===== config.mk =====
export PLATFORM = sky130hd
export DESIGN_NAME = ghost_chaser
export DESIGN_NICKNAME = d
export VERILOG_FILES = /design/src/rtl/pacman_pkg.sv /design/src/rtl/ghost_dir_pick.sv /design/src/rtl/ghost_chaser.sv
export SDC_FILE = /design/constraint.sdc
export NUM_CORES = 1
export LEC_CHECK = 0
export CORE_MARGIN = 3
export CORE_UTILIZATION = 40
export DETAILED_ROUTE_END_ITERATION = 16
export HOLD_SLACK_MARGIN = 0.08
export PLACE_DENSITY = 0.58
export SLEW_MARGIN = 10
export SYNTH_ARGS = -nofsm -noshare
export SYNTH_HDL_FRONTEND = slang
export SYNTH_SLANG_ARGS = --single-unit

===== constraint.sdc =====
create_clock -name clk -period 5.66 [get_ports clk]
set_input_delay 1.132 -clock clk [delete_from_list [all_inputs] [get_ports clk]]
set_output_delay 1.132 -clock clk [all_outputs]
set_load 0.005 [all_outputs]

===== src/rtl/pacman_pkg.sv =====
// Shared definitions for the Pac-Man game blocks: move directions,
// screen bounds and the ghost movement FSM state encoding.
package pacman_pkg;

    localparam logic [1:0] DIR_UP    = 2'd0;
    localparam logic [1:0] DIR_DOWN  = 2'd1;
    localparam logic [1:0] DIR_LEFT  = 2'd2;
    localparam logic [1:0] DIR_RIGHT = 2'd3;

    localparam int SCREEN_W = 640;
    localparam int SCREEN_H = 480;

    typedef enum logic [2:0] {
        ST_IDLE,
        ST_PICK,
        ST_QUERY,
        ST_MOVE,
        ST_CHECK,
        ST_CAUGHT
    } ghost_state_t;

    // Up/down and left/right differ only in bit 0 of the encoding.
    function automatic logic [1:0] opposite_dir(input logic [1:0] dir);
        return dir ^ 2'b01;
    endfunction

endpackage


===== src/rtl/ghost_dir_pick.sv =====
// Combinational direction chooser: ranks the four moves from the ghost
// toward a target point. cands_o[1:0] is tried first, cands_o[7:6] last.
module ghost_dir_pick
    import pacman_pkg::*;
(
    input  logic [9:0] ghost_x_i,
    input  logic [8:0] ghost_y_i,
    input  logic [9:0] tgt_x_i,
    input  logic [9:0] tgt_y_i,
    output logic [7:0] cands_o
);

    logic signed [10:0] dx;
    logic signed [10:0] dy;
    logic [10:0]        adx;
    logic [10:0]        ady;
    logic [1:0]         toward_x;
    logic [1:0]         toward_y;
    logic [1:0]         c0;
    logic [1:0]         c1;

    // Larger distance picks the primary axis; a zero offset counts as "toward positive".
    always_comb begin
        dx       = $signed({1'b0, tgt_x_i}) - $signed({1'b0, ghost_x_i});
        dy       = $signed({1'b0, tgt_y_i}) - $signed({2'b00, ghost_y_i});
        adx      = dx[10] ? $unsigned(-dx) : $unsigned(dx);
        ady      = dy[10] ? $unsigned(-dy) : $unsigned(dy);
        toward_x = dx[10] ? DIR_LEFT : DIR_RIGHT;
        toward_y = dy[10] ? DIR_UP   : DIR_DOWN;
        if (adx >= ady) begin
            c0 = toward_x;
            c1 = toward_y;
        end else begin
            c0 = toward_y;
            c1 = toward_x;
        end
        cands_o = {opposite_dir(c0), opposite_dir(c1), c1, c0};
    end

endmodule


===== src/rtl/ghost_chaser.sv =====
// Ghost movement controller. Every STEP_DIV cycles it ranks four moves
// toward Pac-Man, asks the maze about each in turn over a valid/ready
// wall-query port, takes the first free one and checks for a catch.
// Optional build macro GHOST_SCATTER_EN: alternates 64 chase steps with
// 16 scatter steps aimed at the top-right corner.
module ghost_chaser
    import pacman_pkg::*;
#(
    parameter int STEP_DIV   = 500000,
    parameter int START_X    = 200,
    parameter int START_Y    = 146,
    parameter int X_MAX      = 639,
    parameter int Y_MAX      = 479,
    parameter int CATCH_DIST = 8
) (
    input  logic       clk,
    input  logic       clrn,
    input  logic       en,
    input  logic [9:0] pac_x,
    input  logic [9:0] pac_y,
    output logic       wall_valid,
    output logic [9:0] wall_x,
    output logic [8:0] wall_y,
    input  logic       wall_ready,
    input  logic       wall_blocked,
    output logic [9:0] ghost_x,
    output logic [8:0] ghost_y,
    output logic [1:0] ghost_dir,
    output logic       caught
);

    localparam int              CNT_W    = (STEP_DIV > 1) ? $clog2(STEP_DIV) : 1;
    localparam logic [CNT_W-1:0] CNT_LAST = CNT_W'(STEP_DIV - 1);

    ghost_state_t     state_q;
    logic [CNT_W-1:0] step_cnt_q;
    logic [7:0]       cands_q;
    logic [1:0]       idx_q;
    logic [9:0]       ghost_x_q;
    logic [8:0]       ghost_y_q;
    logic [1:0]       dir_q;
    logic             caught_q;
    logic             wall_valid_q;
    logic [9:0]       wall_x_q;
    logic [8:0]       wall_y_q;
    logic             pend_q;
    logic             pend_blk_q;

    logic             step_pulse;
    logic             scatter;
    logic [9:0]       pick_tx;
    logic [9:0]       pick_ty;
    logic [7:0]       pick_cands;
    logic [1:0]       cur_dir;
    logic [9:0]       tgt_x_d;
    logic [8:0]       tgt_y_d;
    logic             tgt_oob;
    logic             q_resolve;
    logic             q_blk;
    logic signed [10:0] cdx;
    logic signed [10:0] cdy;
    logic [10:0]      acdx;
    logic [10:0]      acdy;
    logic             near;

    assign step_pulse = en && (state_q == ST_IDLE) && (step_cnt_q == CNT_LAST);

`ifdef GHOST_SCATTER_EN
    logic [6:0] mode_cnt_q;

    // Step-mode counter: 0..63 chase, 64..79 scatter; advances as each PICK completes.
    always_ff @(posedge clk or negedge clrn) begin
        if (!clrn) begin
            mode_cnt_q <= 7'd0;
        end else if (en && state_q == ST_PICK) begin
            mode_cnt_q <= (mode_cnt_q == 7'd79) ? 7'd0 : mode_cnt_q + 7'd1;
        end
    end

    assign scatter = (mode_cnt_q >= 7'd64);
`else
    assign scatter = 1'b0;
`endif

    assign pick_tx = scatter ? 10'(X_MAX) : pac_x;
    assign pick_ty = scatter ? 10'd0      : pac_y;

    ghost_dir_pick u_pick (
        .ghost_x_i (ghost_x_q),
        .ghost_y_i (ghost_y_q),
        .tgt_x_i   (pick_tx),
        .tgt_y_i   (pick_ty),
        .cands_o   (pick_cands)
    );

    // Candidate under test and the pixel one step away in that direction.
    always_comb begin
        case (idx_q)
            2'd0:    cur_dir = cands_q[1:0];
            2'd1:    cur_dir = cands_q[3:2];
            2'd2:    cur_dir = cands_q[5:4];
            default: cur_dir = cands_q[7:6];
        endcase
        tgt_x_d = ghost_x_q;
        tgt_y_d = ghost_y_q;
        tgt_oob = 1'b0;
        case (cur_dir)
            DIR_UP: begin
                if (ghost_y_q == 9'd0) tgt_oob = 1'b1;
                else                   tgt_y_d = ghost_y_q - 9'd1;
            end
            DIR_DOWN: begin
                if (ghost_y_q == 9'(Y_MAX)) tgt_oob = 1'b1;
                else                        tgt_y_d = ghost_y_q + 9'd1;
            end
            DIR_LEFT: begin
                if (ghost_x_q == 10'd0) tgt_oob = 1'b1;
                else                    tgt_x_d = ghost_x_q - 10'd1;
            end
            default: begin
                if (ghost_x_q == 10'(X_MAX)) tgt_oob = 1'b1;
                else                         tgt_x_d = ghost_x_q + 10'd1;
            end
        endcase
    end

    // A query resolves from a result latched while frozen, a live handshake, or an off-screen target.
    always_comb begin
        q_resolve = pend_q || (wall_valid_q && wall_ready) || (!wall_valid_q && tgt_oob);
        if (pend_q)            q_blk = pend_blk_q;
        else if (wall_valid_q) q_blk = wall_blocked;
        else                   q_blk = 1'b1;
    end

    // Catch window around Pac-Man, evaluated on the freshly moved position.
    always_comb begin
        cdx  = $signed({1'b0, pac_x}) - $signed({1'b0, ghost_x_q});
        cdy  = $signed({1'b0, pac_y}) - $signed({2'b00, ghost_y_q});
        acdx = cdx[10] ? $unsigned(-cdx) : $unsigned(cdx);
        acdy = cdy[10] ? $unsigned(-cdy) : $unsigned(cdy);
        near = (acdx <= 11'(CATCH_DIST)) && (acdy <= 11'(CATCH_DIST));
    end

    // Movement FSM with step counter, wall-query handshake and registered outputs.
    always_ff @(posedge clk or negedge clrn) begin
        if (!clrn) begin
            state_q      <= ST_IDLE;
            step_cnt_q   <= '0;
            cands_q      <= 8'd0;
            idx_q        <= 2'd0;
            ghost_x_q    <= 10'(START_X);
            ghost_y_q    <= 9'(START_Y);
            dir_q        <= DIR_RIGHT;
            caught_q     <= 1'b0;
            wall_valid_q <= 1'b0;
            wall_x_q     <= 10'd0;
            wall_y_q     <= 9'd0;
            pend_q       <= 1'b0;
            pend_blk_q   <= 1'b0;
        end else if (en) begin
            case (state_q)
                ST_IDLE: begin
                    if (step_pulse) begin
                        step_cnt_q <= '0;
                        state_q    <= ST_PICK;
                    end else begin
                        step_cnt_q <= step_cnt_q + 1'b1;
                    end
                end
                ST_PICK: begin
                    cands_q <= pick_cands;
                    idx_q   <= 2'd0;
                    state_q <= ST_QUERY;
                end
                ST_QUERY: begin
                    if (q_resolve) begin
                        pend_q       <= 1'b0;
                        wall_valid_q <= 1'b0;
                        if (!q_blk)             state_q <= ST_MOVE;
                        else if (idx_q == 2'd3) state_q <= ST_IDLE;
                        else                    idx_q   <= idx_q + 2'd1;
                    end else if (!wall_valid_q) begin
                        wall_valid_q <= 1'b1;
                        wall_x_q     <= tgt_x_d;
                        wall_y_q     <= tgt_y_d;
                    end
                end
                ST_MOVE: begin
                    ghost_x_q <= tgt_x_d;
                    ghost_y_q <= tgt_y_d;
                    dir_q     <= cur_dir;
                    state_q   <= ST_CHECK;
                end
                ST_CHECK: begin
                    if (near) begin
                        caught_q <= 1'b1;
                        state_q  <= ST_CAUGHT;
                    end else begin
                        state_q  <= ST_IDLE;
                    end
                end
                default: begin
                    state_q <= ST_CAUGHT;
                end
            endcase
        end else if (wall_valid_q && wall_ready) begin
            // Frozen, but the maze took the query: keep its answer for when en returns.
            wall_valid_q <= 1'b0;
            pend_q       <= 1'b1;
            pend_blk_q   <= wall_blocked;
        end
    end

    assign wall_valid = wall_valid_q;
    assign wall_x     = wall_x_q;
    assign wall_y     = wall_y_q;
    assign ghost_x    = ghost_x_q;
    assign ghost_y    = ghost_y_q;
    assign ghost_dir  = dir_q;
    assign caught     = caught_q;

endmodule


Yosys cells after proc, flatten, opt, wreduce, memory -nomap -nowiden
Index checks and enable logic that the tools add are counted.

Add/sub/neg operators: 10. Muxes and demuxes: 39. Bitwise logic cells: 5. Reductions and logical operators: 26. Magnitude comparators: 3. Equality and inequality tests: 19.

Operator list (number): 11-bit by 4-bit <= comparator with 1-bit output (second input constant) (2); 11-bit 2-to-1 mux (2); 11-bit negation (2); 10-bit 2-to-1 mux (2); 10-bit case mux with 2 select lines (1); 19-bit by 1-bit adder with 19-bit output (second input constant) (1); 19-bit equality test (second input constant) (1); 19-bit 2-to-1 mux (1); 9-bit 2-to-1 mux (2); 9-bit case mux with 2 select lines (1); 1-bit 2-to-1 mux (16); 3-bit 2-to-1 mux (5); 3-bit case mux with 5 select lines (1); 11-bit greater-or-equal comparator (1); 10-bit by 10-bit subtractor with 11-bit output (1); 10-bit by 9-bit subtractor with 11-bit output (1); 10-bit by 1-bit adder with 10-bit output (second input constant) (1); 10-bit equality test (second input constant) (1); 10-bit zero test (1); 2-bit 2-to-1 mux (5); 2-bit AND reduction (5); 10-bit by 1-bit subtractor with 10-bit output (second input constant) (1); 9-bit by 1-bit adder with 9-bit output (second input constant) (1); 9-bit equality test (second input constant) (1); 25 further kinds (46).

Logic and storage cells: 115. Register bits after elaboration: 76. Bits of input ports: 25. Output and inout bits: 42.

Longest topological paths before layout
Gate-level depths: netlist (run 1).

Depth after elaboration: 9. Gate-level depth with buffers: 22. Depth with buffers taken out: 21.

Cells and area by module
Synthesis (run 1) repeated with hierarchy kept, for this count alone.

Cells, all modules: 866. Area, all modules: 7099.3 um^2.

By module, submodules not included: ghost_chaser (sequential area each 1911.8 um^2, area each 5496.5 um^2, instances 1, cells each 641); ghost_dir_pick (sequential area each 0.0 um^2, area each 1602.8 um^2, instances 1, cells each 225).

Worst setup path before layout (run 1)
Ideal clock, no wire load.

Path kind: input to register. From: input pac_y[0]. To: register cands_q[2]. Cell stages on the path: 19. Arrival time: 4693 ps. Required time: 5542 ps. Path slack: 848 ps. Library setup time: 118 ps. Path buffers: 0. Path through: inv_1 ha_1 inv_1 fa_1 a21o_1 a21o_1 a211oi_2 o21a_1 mux2i_1 ha_1 a21o_1 a21o_1 a21oi_1 o21ai_0 o41a_1 a31oi_1 nand2_1 mux2i_1 a21o_1.

Cells in the longest elaborated chain, start to end: 5. Elaborated cells between the ends (all ways): 6. Those cells by class: 2 x add/sub; 1 x order compare; 3 x mux.

RTL lines: from (decl) (line ghost_chaser.sv:20) `input logic [9:0] pac_y,`; 10-bit by 9-bit subtractor with 11-bit output * (line ghost_dir_pick.sv:25) `dy = $signed({1'b0, tgt_y_i}) - $signed({2'b00, ghost_y_i});`; 11-bit negation (line ghost_dir_pick.sv:27) `ady = dy[10] ? $unsigned(-dy) : $unsigned(dy);`; 11-bit 2-to-1 mux (line ghost_dir_pick.sv:27); 11-bit greater-or-equal comparator (line ghost_dir_pick.sv:30) `if (adx >= ady) begin`; 2-bit 2-to-1 mux * (line ghost_dir_pick.sv:30); to (signal assigned) (line ghost_chaser.sv:171) `cands_q <= pick_cands;`; to (decl) (line ghost_chaser.sv:37) `logic [7:0] cands_q;`.

Mark *: on every way between the ends. The rest lies on a longest branch, timed or not. A chain may end at the register's enable or synchronous reset.

Worst setup path in the final report (run 1)
From: input pac_y[0]. To: register cands_q[0].

The elaborated chain is that of the path after synthesis.

==> reports/metrics.yaml, run 1 <==
yosys:
  ys_seq_area_share_pct: 31.2
  yosysMostFrequentCell: "nor2_1"
  synth_area_um2: 5980
  synth_area_leaders: "dfrtp_1 (28%), ha_1 (8.6%), xnor2_1 (6.3%)"
  netlist_instances: 732
  synth-main-ff-cell: "dfrtp_1"
  avgSynthCellArea_um2: 8.16
  ys_seq_elements: 74
  synthesis.nets: 800
  synth-async-reset-ratio_pct: 100
  synth.top_cell.area_share_pct: 27.6
  synth_cell_types: 75
  yosys-top-cells-count: "nor2_1 (83), nand2_1 (76), dfrtp_1 (66)"
  ys_warn_count: 0
  synth_edf_count: 0
  synth_area_leader_cell: "dfrtp_1"
sta:
  hold_viol: 0
  slew_headroom_pct: 26.4
  finalCriticalPeriod_ns: 5.05
  setup_viol: 0
  max_freq_mhz: 198
  slew_violations: 0
  skew_ns: 0.0112
  min_period_over_period_pct: 89.2
  worst_slew_pin_slew_ns: 1.09
  setup-tns-final_ns: 0
  rsz0062_at_grt: "false"
worst_hold_path:
  hold_start: "wall_x[3]"
  holdCritPathClass: "reg -> reg"
  whs_endpoint: "wall_x[3]"
  hold_path_depth: 2
clocking:
  post-cts-setup-buffer-count: 0
  h-tree-depth: 3
  ctsRootBufferMaster: "clkbuf_16"
  numClockSinks: 74
  clk_latency_ns: 0.34
  cts_tree: "built"
  ctsResizeCount: 0
  clk_pin_slew_ns: 0.06
  cts_inserted_buffers: 9
  hold_buffers: 0
  clk_path_buf_depth: 2
floorplanning:
  core_area_um2: 14600
  start_util_pct: 41.0
  die-area_um2: 16400
  die-width_um: 128
  io-pin-count: 67
  die_y_um: 128
  std_cell_rows: 44
placement:
  placed_area_um2: 6800
  dp_hpwl_mm: 11.9
  portBuffers: 66
  place.gp.congestion: 0.901
pwr:
  power_frac_clock_pct: 38.9
  p_sw_share_pct: 29.2
  pwr-share-comb_pct: 19.7
  peakVddDrop_mv: 0.141
  p_seq_share_pct: 41.4
  netSwitchingPower_mw: 0.418
  p_int_mw: 1.01
  p_total_mw: 1.43
  powerDensity_nw_per_um2: 201
  leakage_nw: 2.95
finish:
  nNetsFinal: 857
  drive_above_1_share_pct: 6.30
  area_delta_synth_final_pct: 18.7
  fillCellCount: 1383
  fin_area_um2: 7090
  antenna_cells: 0
critical_path:
  r2r_end: "cands_q[0]"
  rr_worst_depth: 18
  timing_worst_setup_path_type: "in -> reg"
  cp-start-kind: "input pin"
  worstReg2RegStart: "ghost_y[0]"
  worstSetupEndpointType: "register"
  crit_arrival_ns: 5.28
  path_max_fanout: 6
  worstPathRequired_ns: 5.89
  reg2reg_setup_slack_ns: 1.12
grt:
  grt_max_degree: 75
  grt_overflow: 0
  grt_pass1_wl_mm: 25.4
  grt_pass1_vias: 5165
  grt_util_all_layers_pct: 18.9
  antenna_found_initial: 0
drt:
  post-route-drc-count: 0
  wirelength_mm: 15.5
  drtIter0Drc: 367
  drtAntennaViolNets: 0
  wl_per_cell_um: 15.9
  viasPerCell: 5.66
  vias: 5538
  dr.pass1.iters: 5
run:
  cap_violations: 0
outcome:
  status: "complete, no violations"
how the worst max path moves through the flow:
| stage | from | endpoint | cells past startpoint |
|---|---|---|---|
| floorplan | pac_y[0] | cands_q[2] | 19 |
| global placement | pac_y[0] | cands_q[2] | 20 |
| detailed placement | pac_y[0] | cands_q[0] | 20 |
| CTS | pac_y[0] | cands_q[0] | 20 |
| global route | pac_x[0] | cands_q[4] | 19 |
| finish | pac_y[0] | cands_q[0] | 20 |
cells in the final DEF (no fill, tap or decap), drive strengths merged, types with 7 or more instances in the layout:
| cell | Yosys | final |
|---|---|---|
| mux2i | 7 | 7 |
| nand4 | 13 | 13 |
| a21o | 17 | 17 |
| dfstp | 8 | 8 |
| o21ai | 59 | 59 |
| a31oi | 11 | 11 |
| nand3 | 26 | 26 |
| nor2 | 83 | 83 |
| clkbuf | 20 | 11 |
| xor2 | 18 | 18 |
| ha | 41 | 41 |
| nand2 | 76 | 76 |
| nor3 | 20 | 20 |
| xnor2 | 43 | 43 |
| inv | 40 | 41 |
| clkdlybuf4s50 | 0 | 65 |
| a21oi | 49 | 49 |
| dfrtp | 66 | 66 |
| buf | 7 | 8 |
| and3 | 11 | 11 |
| nand2b | 10 | 10 |
flip-flops by register name, summed over array words and instances, names as in the netlist:
register	flops
cands_q	6
caught	1
ghost_dir	2
ghost_x	10
ghost_y	9
idx_q	2
pend_blk_q	1
pend_q	1
state_q	3
step_cnt_q	19
wall_valid	1
wall_x	10
wall_y	9
layer usage:
layer | part of all wire (%) | vias to the layer above | global-route usage (%)
li1 | - | 2757 | -
met4 | 1.6 | 0 | 6.18
met1 | 48 | 2621 | 26.3
met3 | 4.7 | 18 | 3.25
met2 | 46 | 142 | 29.8
met5 | 0 | - | 0
logic make-up (layout without fill, tap and decap cells):
logic type	after synthesis	count (layout)	share of synthesized area, %
simple gates	282	282	23.1
fa+ha+maj	43	43	9.25
other cells	1	1	0.0628
mux	11	11	1.93
buf+inv	67	129	4.40
xor+xnor	61	61	9.07
flops	74	74	31.2
compound gates	193	193	21.0
power groups by stage:
stage,clock network (mW),logic [mW],registers [mW]
final,0.556,0.282,0.591
after CTS,0.570,0.283,0.591
after global placement,0,0.274,0.599
after detailed placement,0,0.281,0.601
after floorplan,0,0.194,0.594
after global routing,0.586,0.320,0.596
metrics by stage:
stage | instances | util, % | hold slack, ns | worst slack, ns
final | 978 | 48.6 | 0.478 | 0.610
after global routing | 978 | 48.6 | 0.499 | 0.241
after CTS | 978 | 48.6 | 0.485 | 0.605
after detailed placement | 962 | 46.6 | 0.467 | 0.249
after global placement | 962 | 46.6 | 0.463 | 0.331
after floorplan | 732 | - | 0.449 | 0.848
critical path, cell delays in order:
cell and delay [ns]:
clkdlybuf4s50_1 0.39, inv_1 0.05, ha_1 0.15, inv_1 0.05, fa_1 0.40, a21o_1 0.20
a21o_1 0.22, xor2_2 0.19, or3_4 0.42, o21ai_0 0.22, xor2_1 0.17, ha_1 0.27
and3_1 0.18, a21oi_1 0.09, o21ai_0 0.11, o41a_1 0.35, o221ai_1 0.21, nand2_1 0.15
mux2i_1 0.16, a21o_1 0.16
area by class of cell:
cell class                 instances  area [um^2]  share of cell area (%)
multi-input combinational        591         3850                    54.3
sequential                        74         1860                    26.2
tap                              184          230                    3.25
timing repair buffer              73          711                    10.0
clock buffer                      11          253                    3.56
inverter                          40          150                    2.12
clock inverter                     5         37.5                   0.529
Note: power is estimated with default switching activity, not from simulation.
==> inputs of run 2 (changes only) <==
--- a/config.mk
+++ b/config.mk
@@ -5,7 +5,7 @@
 export SDC_FILE = /design/constraint.sdc
 export NUM_CORES = 1
 export LEC_CHECK = 0
-export CORE_MARGIN = 3
+export CORE_MARGIN = 2
 export CORE_UTILIZATION = 40
 export DETAILED_ROUTE_END_ITERATION = 16
 export HOLD_SLACK_MARGIN = 0.08
==> reports/metrics.yaml, run 2 (synthesis results as in run 1) <==
sta:
  worst_slew_pin_slew_ns: 0.983
  hold_viol: 0
  setup-tns-final_ns: 0
  slew_headroom_pct: 33.5
  slew_violations: 0
  rsz0062_at_grt: "false"
  whs_ns: 0.475
  setup_viol: 0
  max_freq_mhz: 197
  finalCriticalPeriod_ns: 5.07
  min_period_over_period_pct: 89.6
  skew_ns: 0.00811
grt:
  grt_pass1_wl_mm: 25.4
  grt_max_degree: 75
  antenna_found_initial: 0
  grt_pass1_vias: 5250
  grt_util_all_layers_pct: 19.3
  grt_overflow: 0
floorplanning:
  die-width_um: 126
  io-pin-count: 67
  die_y_um: 126
  die-area_um2: 15900
  core_area_um2: 14600
  std_cell_rows: 44
  start_util_pct: 41.0
clocking:
  post-cts-setup-buffer-count: 0
  numClockSinks: 74
  h-tree-depth: 3
  cts_inserted_buffers: 9
  clk_latency_ns: 0.33
  cts_tree: "built"
  hold_buffers: 0
  ctsRootBufferMaster: "clkbuf_16"
  clk_path_buf_depth: 2
  ctsResizeCount: 0
  clk_pin_slew_ns: 0.06
placement:
  placed_area_um2: 6800
  dp_cells: 961
  portBuffers: 66
  dp_hpwl_mm: 11.6
  place.gp.congestion: 0.854
finish:
  regMostFlops: "step_cnt_q"
  finalNonFillerCells: 977
  final_cell_mix: "nor2_1 (83), nand2_1 (76), dfrtp_1 (66)"
  antenna_cells: 0
  largest_reg_flops: 19
  area_delta_synth_final_pct: 18.6
  drive_above_1_share_pct: 6.18
  nNetsFinal: 856
  fin_area_um2: 7090
  final_common_cell: "nor2_1"
drt:
  wl_per_cell_um: 15.4
  wirelength_mm: 15.0
  dr.pass1.iters: 5
  drtIter0Drc: 317
  post-route-drc-count: 0
  viasPerCell: 5.53
  vias: 5407
  drtAntennaViolNets: 0
outcome:
  status: "complete, no violations"
critical_path:
  timing_worst_setup_path_type: "in -> reg"
  worstPathRequired_ns: 5.88
  path_max_fanout: 6
  cp-start-kind: "input pin"
  crit_arrival_ns: 5.30
  worstSetupEndpointType: "register"
pwr:
  p_total_mw: 1.42
  powerDensity_nw_per_um2: 201
  leakage_nw: 2.95
  peakVddDrop_mv: 0.162
run:
  cap_violations: 0
worst_hold_path:
  holdCritPathClass: "reg -> reg"
## run 2: path summary, 6_finish.rpt
kind,start,to,slack (ns),cells after the start
worst max register to register,ghost_y[0],cands_q[2],1.14,18
min in group asynchronous,clrn,wall_x[8],0.95,1
max in group asynchronous,clrn,step_cnt_q[8],4.06,1
worst min register to register,wall_x[0],wall_x[0],0.48,2
worst max-delay path,pac_y[0],cands_q[2],0.59,20
worst min-delay path,wall_x[0],wall_x[0],0.48,2
## run 2: worst max-delay path, stage by stage
cell and delay [ns]:
clkdlybuf4s50_1 0.39, inv_1 0.05, ha_1 0.15, inv_1 0.05, fa_1 0.40, a21o_1 0.21
a21o_1 0.23, xor2_2 0.19, or3_4 0.42, o21ai_0 0.22, xor2_1 0.17, ha_1 0.27
and3_1 0.18, a21oi_1 0.11, o21ai_0 0.12, o41a_1 0.35, o221ai_1 0.20, nand2_1 0.15
mux2i_1 0.16, a21o_1 0.16
## run 2: layer usage
metal	GRT usage, %	wire length, um	vias up
met5	0	0	-
met4	4.98	180	0
met3	2.63	516	14
met2	31.3	6830	118
met1	27.2	7470	2535
li1	-	-	2740
## run 2: area by class of cell
type / instances / area [um^2]
Clock buffer: 11 / 253
Inverter: 40 / 150
Clock inverter: 5 / 37.5
Fill cell: 1392 / 7500
Multi-Input combinational cell: 591 / 3850
Tap cell: 184 / 230
Timing Repair Buffer: 72 / 703
Sequential cell: 74 / 1860
## run 2: report_power, final
part | internal [mW] | total, mW | switching [mW]
sequential | 0.560 | 0.591 | 0.0315
clock | 0.322 | 0.548 | 0.226
combinational | 0.129 | 0.283 | 0.154
total | 1.01 | 1.42 | 0.411
## run 2: through the flow
step / util [%] / setup slack [ns]
final: 48.6 / 0.586
after global routing: 48.6 / 0.238
after CTS: 48.6 / 0.569
after detailed placement: 46.6 / 0.228
after global placement: 46.6 / 0.331
after floorplan: - / 0.848
